$ cat src/rtl/mem_arbiter.sv
// Two-port round-robin arbiter that serialises reads and writes onto a
// single-port synchronous memory with registered-address read timing.
module mem_arbiter #(
    parameter int ADDR_W = 8,
    parameter int DATA_W = 8
) (
    input  logic              CLOCK,
    input  logic              RESET,
    input  logic              req0,
    input  logic              req1,
    input  logic              we0,
    input  logic              we1,
    input  logic [ADDR_W-1:0] addr0,
    input  logic [ADDR_W-1:0] addr1,
    input  logic [DATA_W-1:0] wdata0,
    input  logic [DATA_W-1:0] wdata1,
    output logic              ack0,
    output logic              ack1,
    output logic [DATA_W-1:0] rdata0,
    output logic [DATA_W-1:0] rdata1,
    output logic              mem_ctrl,
    output logic [ADDR_W-1:0] mem_addr,
    output logic [DATA_W-1:0] mem_wdata,
    input  logic [DATA_W-1:0] mem_rdata
);

    // state   | meaning
    // IDLE    | waiting for a request; winner latched on exit
    // ISSUE   | address/data/ctrl presented, memory samples at cycle end
    // CAPTURE | mem_rdata valid for the latched address
    // ACK     | one-cycle ack to the owner, round-robin pointer updated

    localparam logic MEMORY_READ  = 1'b0;
    localparam logic MEMORY_WRITE = 1'b1;

    typedef enum logic [1:0] {IDLE, ISSUE, CAPTURE, ACK} state_t;

    state_t              state, state_nxt;
    logic                lat_owner;
    logic                lat_we;
    logic [ADDR_W-1:0]   lat_addr;
    logic [DATA_W-1:0]   lat_wdata;
    logic                last_grant;
    logic                any_req;
    logic                winner;

    assign any_req = req0 | req1;
    // On a tie the port that was not served last wins.
    assign winner  = (req0 && req1) ? ~last_grant : req1;

    always_ff @(posedge CLOCK or posedge RESET) begin
        if (RESET) state <= IDLE;
        else       state <= state_nxt;
    end

    always_comb begin
        state_nxt = state;
        case (state)
            IDLE:    if (any_req) state_nxt = ISSUE;
            ISSUE:   state_nxt = CAPTURE;
            CAPTURE: state_nxt = ACK;
            ACK:     state_nxt = IDLE;
            default: state_nxt = IDLE;
        endcase
    end

    always_comb begin
        ack0      = (state == ACK) && !lat_owner;
        ack1      = (state == ACK) &&  lat_owner;
        mem_ctrl  = (state == ISSUE && lat_we) ? MEMORY_WRITE : MEMORY_READ;
        mem_addr  = lat_addr;
        mem_wdata = lat_wdata;
    end

    always_ff @(posedge CLOCK or posedge RESET) begin
        if (RESET) begin
            lat_owner  <= 1'b0;
            lat_we     <= 1'b0;
            lat_addr   <= '0;
            lat_wdata  <= '0;
            last_grant <= 1'b1;
            rdata0     <= '0;
            rdata1     <= '0;
        end else begin
            if (state == IDLE && any_req) begin
                lat_owner <= winner;
                lat_we    <= winner ? we1    : we0;
                lat_addr  <= winner ? addr1  : addr0;
                lat_wdata <= winner ? wdata1 : wdata0;
            end
            if (state == CAPTURE && !lat_we) begin
                if (lat_owner) rdata1 <= mem_rdata;
                else           rdata0 <= mem_rdata;
            end
            if (state == ACK) last_grant <= lat_owner;
        end
    end

endmodule
$ cat config.mk
export PLATFORM = sky130hd
export DESIGN_NAME = mem_arbiter
export DESIGN_NICKNAME = d
export VERILOG_FILES = /design/src/rtl/mem_arbiter.sv
export SDC_FILE = /design/constraint.sdc
export NUM_CORES = 1
export LEC_CHECK = 0
export ABC_CLOCK_PERIOD_IN_PS = 3250
export CORE_ASPECT_RATIO = 1.2
export CORE_MARGIN = 2
export CORE_UTILIZATION = 30
export DETAILED_ROUTE_END_ITERATION = 8
export GPL_TIMING_DRIVEN = 0
export PLACE_DENSITY = 0.69
export REMOVE_ABC_BUFFERS = 1
export SKIP_CTS_REPAIR_TIMING = 1
export SLEW_MARGIN = 25
export SYNTH_ARGS = -nofsm -noshare
export SYNTH_HDL_FRONTEND = slang
export SYNTH_SLANG_ARGS = --single-unit
export TNS_END_PERCENT = 10
$ cat constraint.sdc
create_clock -name CLOCK -period 3.25 [get_ports CLOCK]
set_clock_uncertainty 0.05 [all_clocks]
set_input_delay 0.4875 -clock CLOCK [delete_from_list [all_inputs] [get_ports CLOCK]]
set_output_delay 0.4875 -clock CLOCK [all_outputs]
set_load 0.05 [all_outputs]
==> results.json <==
{
  "maxCapViolations": 0,
  "io-pin-count": 81,
  "grt_max_degree": 36,
  "setup-tns-final_ps": 0,
  "power.density_nw_per_um2": 1121,
  "r2r_slack_ps": 1520,
  "coreArea_um2": 5334,
  "start_util_pct": 31.22,
  "status": "completed",
  "first_global_vias": 1374,
  "clkSinkCount": 37,
  "async_flop_share_pct": 100.0,
  "hp-class": "reg2reg",
  "hold_violations": 0,
  "slowest_delay_ps": 790,
  "path_max_fanout": 4,
  "max_slew_margin_pct": 59.86,
  "clkTransAtPathRegs_ps": 70,
  "avgSynthCellArea_um2": 10.96,
  "yosysSeqAreaShare_pct": 55.67,
  "finalSetupViolations": 0,
  "tightestPinTransition_ps": 602.1,
  "grt_overflow": 0,
  "place.gp.congestion": 0.6733,
  "rsz0062_at_grt": "false",
  "slew_violations": 0,
  "wirelength_mm": 3.672,
  "synth_flop_cell": "dfrtp_1",
  "fin_crit_ps": 2350,
  "vias": 1355,
  "hold_path_end": "rdata1[5]",
  "grt_pass1_wl_mm": 6.465,
  "crit_family": "buffers and inverters",
  "dieWidth_um": 72.02,
  "track_usage_pct": 13.69,
  "yosysTopAreaCell": "dfrtp_1",
  "detail-route-antenna-nets": 0,
  "cts-buffers-inserted": 5,
  "r2r-end": "mem_addr[1]",
  "cpMaxStageDelayCell": "clkdlybuf4s50_1",
  "dpl.cell_count": 288,
  "synth_edf_count": 0,
  "syn_to_final_growth_pct": 56.20,
  "antenna_found_initial": 0,
  "worstPathRequired_ps": 2710,
  "drc_errors": 0,
  "yosysWarnings": 0,
  "ir_worst_vdd_mv": 0.4031,
  "drive_gt1_share_pct": 14.16,
  "fp-row-count": 29,
  "hp-start": "rdata1[5]",
  "synth_area_leaders": "dfrtp_1 54%, mux2_2 12%, nand2_1 8.1%",
  "avgViaCountPerCell": 4.593,
  "clock_latency_ps": 280,
  "seqCellArea_um2": 927.1,
  "antenna_cells": 0,
  "path_cells": "inv_1, ha_1, and2_1, clkdlybuf4s50_1",
  "crit_buf_inv": 2,
  "dieArea_um2": 6166,
  "clockRootBuffer": "clkbuf_8",
  "fillCellCount": 515,
  "synthTopCellsByCount": "36 x dfrtp_1, 36 x nand2_1, 19 x nor2_1",
  "fmax_mhz": 425.5,
  "whs_path_depth": 1,
  "reg2reg_from": "state[0]",
  "period_share_pct": 72.31,
  "r2r_cells": 5,
  "dp_hpwl_mm": 2.735,
  "die_y_um": 85.62,
  "wl_per_cell_um": 12.45,
  "cp-end-kind": "primary output",
  "leakagePower_nw": 1.096,
  "clock_tree.htree_level_count": 2,
  "drt_first_pass_iters": 4,
  "synth_top_area_share_pct": 54.09,
  "drt-initial-drc-count": 91,
  "portBuffers": 80,
  "cts_max_path_buffers": 2,
  "cts_tree": "yes",
  "syn_area_um2": 1665,
  "cp.arrival_ps": 1810,
  "criticalPathCategory": "reg2out",
  "fin_cells": 295,
  "start_kind": "register",
  "multi_input_area_um2": 666.9,
  "fin_nets": 283,
  "ys_types": 20,
  "ys_ff_latch": 37,
  "syn_inst": 152
}
-- cell type report --
type,instances,share of cell area [%]
flip-flops and latches,37,35.64
clock buffers,7,3.319
repair buffers,81,31.84
well taps,62,2.982
multi-input cells,104,25.64
inverters,4,0.5772
-- where the power goes --
group          switching [mW]  internal, mW
logic                    1.11         0.652
registers               0.136         0.703
clock network           0.148         0.168
-- sequential cells by signal (all words and copies together), names as in the netlist --
signal / cells
last_grant: 1
lat_owner: 1
lat_we: 1
mem_addr: 8
mem_wdata: 8
rdata0: 8
rdata1: 8
state: 2
-- cell families (layout without fill, tap and decap cells) --
logic type,after synthesis,after routing,synth area share [%]
AND/OR/NAND/NOR,60,60,15.55
flip-flops,37,37,55.67
AO/OA/AOI/OAI,22,22,9.241
multiplexers,18,18,12.17
buffers and inverters,11,92,4.357
adder cells (fa/ha/maj),4,4,3.005
-- stage by stage --
stage | power, mW | util [%] | hold WS, ps | worst slack, ps | cell area (µm²)
after CTS | 2.964 | 48.77 | 460.2 | 869.1 | 2601
after global routing | 3.103 | 48.77 | 465.0 | 814.3 | 2601
after floorplan | 2.027 | - | 483.9 | 1550 | 1608
after global placement | 2.604 | 46.61 | 436.5 | 853.8 | 2486
final | 2.917 | 48.77 | 453.6 | 900.1 | 2601
after detailed placement | 2.637 | 47.15 | 444.4 | 1171 | 2515
-- worst max path at each step --
stage | start | end | slack, ps | cells past startpoint
final | state[1] | mem_ctrl | 900 | 4
after global routing | state[1] | mem_ctrl | 810 | 4
after CTS | state[1] | mem_ctrl | 870 | 4
after detailed placement | req0 | mem_addr[1] | 1170 | 4
after global placement | req0 | mem_addr[7] | 850 | 3
after floorplan | state[0] | mem_wdata[0] | 1550 | 4
-- layout by cell type, fill, tap and decap left out --
cell and instances:
ha_1 4, dfstp_2 1, dfrtp_1 36, and2_1 1
mux2_2 18, clkdlybuf4s50_1 80, inv_2 1, nor2_1 19
and2b_2 1, buf_16 1, inv_1 3, clkbuf_1 1
o21ai_0 1, nand3b_2 1, o21a_2 1, nand2_1 36
nor3b_4 1, clkbuf_8 6, a21bo_1 1, a31oi_1 18
and2_2 1, a21boi_4 1
-- per-layer routing --
metal	up-vias	routed length, µm	global-route usage, %
met5	-	0	0
met4	0	46	4.117
met3	5	412	6.580
met2	65	1840	22.73
met1	607	1372	15.55
li1	678	-	-
Note: power is estimated with default switching activity, not from simulation.
